**src/rtl/usb_cdc_stream_ahbl.sv**
```systemverilog
`default_nettype none
// ============================================================================
// Module   : usb_cdc_stream_ahbl
// Function : AHB-Lite register front-end for the USB CDC byte-stream core
//            (TX/RX FWFT FIFOs, TX stall, flush, IRQs; RX idle timeout when
//            USB_CDC_AHBL_RXTO_EN is defined).
// Revision : 1.0 - initial release
// ============================================================================
module usb_cdc_stream_ahbl #(
    parameter int TX_DEPTH_LOG2 = 4,
    parameter int RX_DEPTH_LOG2 = 4,
    parameter int RXTO_W        = 16
) (
    input  logic        HCLK,
    input  logic        HRESETn,
    input  logic        HSEL,
    input  logic [31:0] HADDR,
    input  logic [1:0]  HTRANS,
    input  logic        HWRITE,
    input  logic [2:0]  HSIZE,
    input  logic        HREADY,
    input  logic [31:0] HWDATA,
    output logic [31:0] HRDATA,
    output logic        HREADYOUT,
    output logic [7:0]  tx_tdata,
    output logic        tx_tvalid,
    input  logic        tx_tready,
    input  logic [7:0]  rx_tdata,
    input  logic        rx_tvalid,
    output logic        rx_tready,
    output logic        en_o,
    output logic        irq
);

    localparam int c_TXP = TX_DEPTH_LOG2 + 1;
    localparam int c_RXP = RX_DEPTH_LOG2 + 1;

    localparam logic [15:0] c_A_TXDATA  = 16'h0000;
    localparam logic [15:0] c_A_RXDATA  = 16'h0004;
    localparam logic [15:0] c_A_TXLEVEL = 16'h0008;
    localparam logic [15:0] c_A_RXLEVEL = 16'h000C;
    localparam logic [15:0] c_A_TXFIFOT = 16'h0010;
    localparam logic [15:0] c_A_RXFIFOT = 16'h0014;
    localparam logic [15:0] c_A_CONTROL = 16'h0018;
    localparam logic [15:0] c_A_RXTO    = 16'h001C;
    localparam logic [15:0] c_A_IM      = 16'hFF00;
    localparam logic [15:0] c_A_MIS     = 16'hFF04;
    localparam logic [15:0] c_A_RIS     = 16'hFF08;
    localparam logic [15:0] c_A_ICR     = 16'hFF0C;

`ifdef USB_CDC_AHBL_RXTO_EN
    localparam logic [8:0] c_IRQ_MASK = 9'h1FF;
`else
    localparam logic [8:0] c_IRQ_MASK = 9'h1BF;
`endif

    // ------------------------------------------------------------------
    // Address phase capture
    // ------------------------------------------------------------------
    logic        r_hsel;
    logic        r_hwrite;
    logic        r_htrans1;
    logic [15:0] r_haddr;

    always_ff @(posedge HCLK or negedge HRESETn) begin
        if (!HRESETn) begin
            r_hsel    <= 1'b0;
            r_hwrite  <= 1'b0;
            r_htrans1 <= 1'b0;
            r_haddr   <= 16'h0000;
        end else if (HREADY) begin
            r_hsel    <= HSEL;
            r_hwrite  <= HWRITE;
            r_htrans1 <= HTRANS[1];
            r_haddr   <= HADDR[15:0];
        end
    end

    logic w_dphase;
    logic w_wr;
    logic w_rd;
    assign w_dphase = r_hsel & r_htrans1;
    assign w_wr     = w_dphase & r_hwrite;
    assign w_rd     = w_dphase & ~r_hwrite;

    logic w_wr_txdata, w_wr_txfifot, w_wr_rxfifot, w_wr_control;
    logic w_wr_im, w_wr_icr, w_rd_rxdata;
    assign w_wr_txdata  = w_wr & (r_haddr == c_A_TXDATA);
    assign w_wr_txfifot = w_wr & (r_haddr == c_A_TXFIFOT);
    assign w_wr_rxfifot = w_wr & (r_haddr == c_A_RXFIFOT);
    assign w_wr_control = w_wr & (r_haddr == c_A_CONTROL);
    assign w_wr_im      = w_wr & (r_haddr == c_A_IM);
    assign w_wr_icr     = w_wr & (r_haddr == c_A_ICR);
    assign w_rd_rxdata  = w_rd & (r_haddr == c_A_RXDATA);

    // ------------------------------------------------------------------
    // Control registers
    // ------------------------------------------------------------------
    logic             r_en;
    logic             r_stall;
    logic [c_TXP-1:0] r_txfifot;
    logic [c_RXP-1:0] r_rxfifot;
    logic [8:0]       r_im;

    always_ff @(posedge HCLK or negedge HRESETn) begin
        if (!HRESETn) begin
            r_en      <= 1'b0;
            r_stall   <= 1'b0;
            r_txfifot <= '0;
            r_rxfifot <= '0;
            r_im      <= 9'h000;
        end else begin
            if (w_wr_control) begin
                r_en    <= HWDATA[0];
                r_stall <= HWDATA[1];
            end
            if (w_wr_txfifot) r_txfifot <= HWDATA[c_TXP-1:0];
            if (w_wr_rxfifot) r_rxfifot <= HWDATA[c_RXP-1:0];
            if (w_wr_im)      r_im      <= HWDATA[8:0] & c_IRQ_MASK;
        end
    end

    logic w_tx_flush;
    logic w_rx_flush;
    assign w_tx_flush = w_wr_control & HWDATA[2];
    assign w_rx_flush = w_wr_control & HWDATA[3];

    // ------------------------------------------------------------------
    // TX FIFO (FWFT, extra-bit pointers)
    // ------------------------------------------------------------------
    logic [7:0]       r_tx_mem [0:(1<<TX_DEPTH_LOG2)-1];
    logic [c_TXP-1:0] r_tx_wptr;
    logic [c_TXP-1:0] r_tx_rptr;
    logic [c_TXP-1:0] w_tx_level;
    logic             w_tx_empty, w_tx_full, w_tx_pop, w_tx_push;
    logic             w_tx_room, w_tx_stall, w_tx_ovf;

    assign w_tx_level = r_tx_wptr - r_tx_rptr;
    assign w_tx_empty = (r_tx_wptr == r_tx_rptr);
    assign w_tx_full  = ((r_tx_wptr ^ r_tx_rptr) == {1'b1, {TX_DEPTH_LOG2{1'b0}}});
    assign tx_tvalid  = r_en & ~w_tx_empty;
    assign tx_tdata   = r_tx_mem[r_tx_rptr[TX_DEPTH_LOG2-1:0]];
    assign w_tx_pop   = tx_tvalid & tx_tready;
    // A pop in the same cycle frees the slot, so a full FIFO can still accept.
    assign w_tx_room  = ~w_tx_full | w_tx_pop;
    assign w_tx_push  = w_wr_txdata & w_tx_room;
    assign w_tx_stall = w_wr_txdata & r_stall & ~w_tx_room;
    assign w_tx_ovf   = w_wr_txdata & ~r_stall & ~w_tx_room;
    assign HREADYOUT  = ~w_tx_stall;

    always_ff @(posedge HCLK) begin
        if (w_tx_push) r_tx_mem[r_tx_wptr[TX_DEPTH_LOG2-1:0]] <= HWDATA[7:0];
    end

    always_ff @(posedge HCLK or negedge HRESETn) begin
        if (!HRESETn) begin
            r_tx_wptr <= '0;
            r_tx_rptr <= '0;
        end else if (w_tx_flush) begin
            r_tx_wptr <= '0;
            r_tx_rptr <= '0;
        end else begin
            if (w_tx_push) r_tx_wptr <= r_tx_wptr + c_TXP'(1);
            if (w_tx_pop)  r_tx_rptr <= r_tx_rptr + c_TXP'(1);
        end
    end

    // ------------------------------------------------------------------
    // RX FIFO (FWFT, no empty bypass)
    // ------------------------------------------------------------------
    logic [7:0]       r_rx_mem [0:(1<<RX_DEPTH_LOG2)-1];
    logic [c_RXP-1:0] r_rx_wptr;
    logic [c_RXP-1:0] r_rx_rptr;
    logic [c_RXP-1:0] w_rx_level;
    logic [7:0]       w_rx_head;
    logic             w_rx_empty, w_rx_full, w_rx_push, w_rx_pop, w_rx_udf;

    assign w_rx_level = r_rx_wptr - r_rx_rptr;
    assign w_rx_empty = (r_rx_wptr == r_rx_rptr);
    assign w_rx_full  = ((r_rx_wptr ^ r_rx_rptr) == {1'b1, {RX_DEPTH_LOG2{1'b0}}});
    assign w_rx_head  = r_rx_mem[r_rx_rptr[RX_DEPTH_LOG2-1:0]];
    assign rx_tready  = r_en & ~w_rx_full;
    assign w_rx_push  = rx_tvalid & rx_tready;
    assign w_rx_pop   = w_rd_rxdata & ~w_rx_empty;
    assign w_rx_udf   = w_rd_rxdata & w_rx_empty;

    always_ff @(posedge HCLK) begin
        if (w_rx_push) r_rx_mem[r_rx_wptr[RX_DEPTH_LOG2-1:0]] <= rx_tdata;
    end

    always_ff @(posedge HCLK or negedge HRESETn) begin
        if (!HRESETn) begin
            r_rx_wptr <= '0;
            r_rx_rptr <= '0;
        end else if (w_rx_flush) begin
            r_rx_wptr <= '0;
            r_rx_rptr <= '0;
        end else begin
            if (w_rx_push) r_rx_wptr <= r_rx_wptr + c_RXP'(1);
            if (w_rx_pop)  r_rx_rptr <= r_rx_rptr + c_RXP'(1);
        end
    end

    // ------------------------------------------------------------------
    // RX idle timeout
    // ------------------------------------------------------------------
    logic        w_to_hit;
    logic [31:0] w_rxto_rd;

`ifdef USB_CDC_AHBL_RXTO_EN
    logic [RXTO_W-1:0] r_rxto;
    logic [RXTO_W-1:0] r_rxto_cnt;
    logic              w_to_clr, w_to_inc;

    assign w_to_clr  = w_rx_push | w_rx_pop | w_rx_flush;
    assign w_to_inc  = r_en & ~w_rx_empty & (r_rxto != '0) & (r_rxto_cnt < r_rxto);
    // Fires only on the step that lands on RXTO; the counter then parks there.
    assign w_to_hit  = ~w_to_clr & w_to_inc & ((r_rxto_cnt + RXTO_W'(1)) == r_rxto);
    assign w_rxto_rd = 32'(r_rxto);

    always_ff @(posedge HCLK or negedge HRESETn) begin
        if (!HRESETn) begin
            r_rxto     <= '0;
            r_rxto_cnt <= '0;
        end else begin
            if (w_wr & (r_haddr == c_A_RXTO)) r_rxto <= HWDATA[RXTO_W-1:0];
            if (w_to_clr)      r_rxto_cnt <= '0;
            else if (w_to_inc) r_rxto_cnt <= r_rxto_cnt + RXTO_W'(1);
        end
    end
`else
    logic [RXTO_W-1:0] w_rxto_unused;
    assign w_rxto_unused = '0;
    assign w_to_hit      = 1'b0;
    assign w_rxto_rd     = 32'h0;
`endif

    // ------------------------------------------------------------------
    // Interrupt status
    // ------------------------------------------------------------------
    logic [8:0] r_ris;
    logic [8:0] w_ris_set;
    logic [8:0] w_icr;
    logic       w_tx_below, w_rx_above;

    assign w_tx_below = (w_tx_level < r_txfifot);
    assign w_rx_above = (w_rx_level > r_rxfifot);
    assign w_ris_set  = {w_rx_udf, w_tx_ovf, w_to_hit, w_tx_full, w_rx_empty,
                         w_rx_above, w_rx_full, w_tx_below, w_tx_empty};
    assign w_icr      = w_wr_icr ? HWDATA[8:0] : 9'h000;

    always_ff @(posedge HCLK or negedge HRESETn) begin
        if (!HRESETn) r_ris <= 9'h000;
        else          r_ris <= ((r_ris & ~w_icr) | w_ris_set) & c_IRQ_MASK;
    end

    assign irq  = |(r_ris & r_im);
    assign en_o = r_en;

    // ------------------------------------------------------------------
    // Read mux
    // ------------------------------------------------------------------
    always_comb begin
        HRDATA = 32'hDEADBEEF;
        case (r_haddr)
            c_A_TXDATA:  HRDATA = 32'h0;
            c_A_RXDATA:  HRDATA = w_rx_empty ? 32'h0 : {24'h0, w_rx_head};
            c_A_TXLEVEL: HRDATA = 32'(w_tx_level);
            c_A_RXLEVEL: HRDATA = 32'(w_rx_level);
            c_A_TXFIFOT: HRDATA = 32'(r_txfifot);
            c_A_RXFIFOT: HRDATA = 32'(r_rxfifot);
            c_A_CONTROL: HRDATA = {30'h0, r_stall, r_en};
            c_A_RXTO:    HRDATA = w_rxto_rd;
            c_A_IM:      HRDATA = {23'h0, r_im};
            c_A_MIS:     HRDATA = {23'h0, r_ris & r_im};
            c_A_RIS:     HRDATA = {23'h0, r_ris};
            c_A_ICR:     HRDATA = 32'h0;
            default:     HRDATA = 32'hDEADBEEF;
        endcase
    end

    logic w_unused;
    assign w_unused = &{1'b0, HSIZE, HADDR[31:16], HTRANS[0], HWDATA};

endmodule
`default_nettype wire
```
**config.mk**
```make
export PLATFORM = sky130hd
export DESIGN_NAME = usb_cdc_stream_ahbl
export DESIGN_NICKNAME = d
export VERILOG_FILES = /design/src/rtl/usb_cdc_stream_ahbl.sv
export SDC_FILE = /design/constraint.sdc
export NUM_CORES = 1
export LEC_CHECK = 0
export ABC_CLOCK_PERIOD_IN_PS = 4600
export CORE_MARGIN = 2
export CORE_UTILIZATION = 50
export CTS_BUF_LIST = sky130_fd_sc_hd__clkbuf_4 sky130_fd_sc_hd__clkbuf_8 sky130_fd_sc_hd__clkbuf_16
export CTS_CLUSTER_SIZE = 10
export DETAILED_ROUTE_END_ITERATION = 10
export PLACE_DENSITY = 0.71
export RECOVER_POWER = 100
export SYNTH_ARGS = -nofsm -noshare
export SYNTH_HDL_FRONTEND = slang
export SYNTH_SLANG_ARGS = --single-unit
```
**constraint.sdc**
```tcl
create_clock -name HCLK -period 4.6 [get_ports HCLK]
set_input_delay 1.15 -clock HCLK [delete_from_list [all_inputs] [get_ports HCLK]]
set_output_delay 1.15 -clock HCLK [all_outputs]
set_load 0.005 [all_outputs]
```
==> run metrics <==
P_leak 5.76 nW; Post-synth EDFFs 256; Yosys warnings 0; count leader, synth edfxtp_1; Tcrit/Tclk final 0.974; setup violators final 0; Max-slew headroom -0.627; clk root buf clkbuf_16; cts hold-fix bufs 0; Die H 172 um; antenna violations before repair 0; Max H-tree Level 2; Clk Latency, worst-skew pair 0.53 ns; drc violations 0; fraction of layout cells with a size suffix above 1 0.193; Overflow after GRT 0; worst hold margin 0.509 ns; vias per cell 5.68; HP Class flip-flop to flip-flop; final RePlAce weighted congestion 0.856; via count 7696; failing checks max-capacitance violations, max-slew violations; Detailed Route WL 29600 um; Initial Util 0.507; Final Skew 0.0227 ns; Die Wd 172 um; Avg Inst Size Synth 16.3 um2; final hold vios 0; WS Path Type flip-flop to output port; Pre-Repair DR Iteration Count 7; Synth async-reset ratio 0.207; DPL Wire Length 19400 um; largest cells by area after synthesis edfxtp_1 (55%), dfrtp_1 (12%), mux4_2 (12%), mux2_2 (2.5%), ha_1 (2.4%); minimum clock period 4.48 ns; Place WS 0.709 ns; RSZ-0062 raised after global routing no; Tightest Pin Transition 2.44 ns; post-synthesis cell area 0.0140 mm2; Seq cells post-synth 323; routed length per instance 21.9 um; Port Buffer Count 79; leading area contributor after synthesis edfxtp_1; Post-Layout Cell Count 1355; DRT iter0 DRCs 737; distinct cell type count after synthesis 61; total chip power 0.00622 W; total CTS buffers 39; PostCTS Resize Cnt 0; Global Route Usage Sum 0.208; CTS Sinks 323; postcts setup bufs 0; placed cell count 1288; max-cap violations 1; IO Count 129; largest net degree at the start of global routing 46; first-pass GRT wire length 45500 um; clock tree buffer depth 3; CTS tree yes; Max Transition Viols Final 46; CP arrival 3.33 ns; Area growth, synth to finish 16.5%; critical path peak fanout 17; Post-Route Setup TNS 0 ns; nature of the critical path endpoint output port; FMAX 223 MHz; n_diodes 0; required time of the critical path 3.45 ns; row count 61; post-route ant nets 0; PwrDens 380 mW/mm2; final worst setup slack 0.119 ns; status finished with violations; Worst-path clk slew 0.06 ns; critical path launch point type flip-flop; core area 0.0277 mm2; Synth top cells by count edfxtp_1 (256), mux4_2 (73), dfrtp_1 (67); Nets 1064; vias in the first global route 7693; VDD IR-drop max 0.385 mV; Cells after Synth 859; top-area cell type share of the netlist area 0.548; full die area 0.0294 mm2; post-synthesis sequential area ratio 0.667; Top FF cell, synth edfxtp_1
## cell usage in the layout (no fill, tap or decap), types with 24 or more instances in the layout
| master | netlist | final |
|---|---|---|
| mux2_2 | 31 | 30 |
| ha_1 | 27 | 27 |
| nor2_1 | 41 | 41 |
| inv_1 | 23 | 24 |
| dfrtp_1 | 67 | 66 |
| and2_0 | 0 | 26 |
| edfxtp_1 | 256 | 256 |
| clkdlybuf4s50_1 | 0 | 32 |
| nand2_1 | 66 | 66 |
| mux4_2 | 73 | 73 |
| clkbuf_16 | 0 | 40 |
| dlygate4sd3_1 | 0 | 46 |
| a21oi_1 | 25 | 25 |
## cell type report
class	count	area, um2
inverters	26	97.6
clock inverters	6	72.6
clock buffers	61	1160
multi-input cells	460	4260
fillers	2123	11400
well taps	378	473
repair buffers	101	923
flip-flops and latches	323	9370
## metal layers
| layer | global-route usage | share of wire |
|---|---|---|
| met5 | 0 | 0 |
| met4 | 0.0766 | 0.034 |
| met3 | 0.0308 | 0.055 |
| met2 | 0.334 | 0.48 |
| met1 | 0.292 | 0.43 |
## critical path: stages, from the launching register on
cell             delay, ns
dfrtp_1               0.39
nor4_1                0.55
nand2_1               0.26
a21o_1                0.34
buf_4                 0.26
a21oi_1               0.26
o21ai_0               0.24
clkdlybuf4s50_1       0.50
## worst paths after layout
check | startpoint | end | slack [ns] | depth (start not counted)
worst max-delay path | r_haddr[13] | HRDATA[5] | 0.12 | 7
worst min-delay path | r_ris[0] | r_ris[0] | 0.51 | 1
worst max register to register | r_haddr[2] | r_tx_mem[0][2] | 0.58 | 5
worst min register to register | r_ris[0] | r_ris[0] | 0.51 | 1
max in group asynchronous | HRESETn | r_tx_rptr[0] | 0.98 | 2
min in group asynchronous | HRESETn | r_rx_wptr[1] | 1.37 | 1
## power breakdown
part	internal, W	switching, W
combinational	0.0000581	0.0000851
sequential	0.00317	0.0000191
clock	0.00175	0.00114
## per-stage QoR
step / utilization / area [um2]
after floorplan: - / 14100
after global placement: 0.548 / 15200
after detailed placement: 0.548 / 15200
after CTS: 0.592 / 16400
after global routing: 0.590 / 16300
final: 0.590 / 16300
## flip-flops by register name, summed over array words and instances, names as in the netlist, 5 cells and up
| name | count |
|---|---|
| r_haddr | 16 |
| r_im | 8 |
| r_ris | 8 |
| r_rx_mem | 128 |
| r_rx_rptr | 5 |
| r_rx_wptr | 5 |
| r_rxfifot | 5 |
| r_tx_mem | 128 |
| r_tx_rptr | 5 |
| r_tx_wptr | 5 |
| r_txfifot | 5 |
## cell families after synthesis
kind of cell	after synthesis	synth area share
AND/OR/NAND/NOR	200	0.0732
AO/OA/AOI/OAI	81	0.0357
adder cells (fa/ha/maj)	29	0.0269
flip-flops	323	0.667
multiplexers	119	0.153
XOR/XNOR	25	0.0156
buffers and inverters	81	0.0284
other	1	0.000267
(Power assumes the default switching activity.)
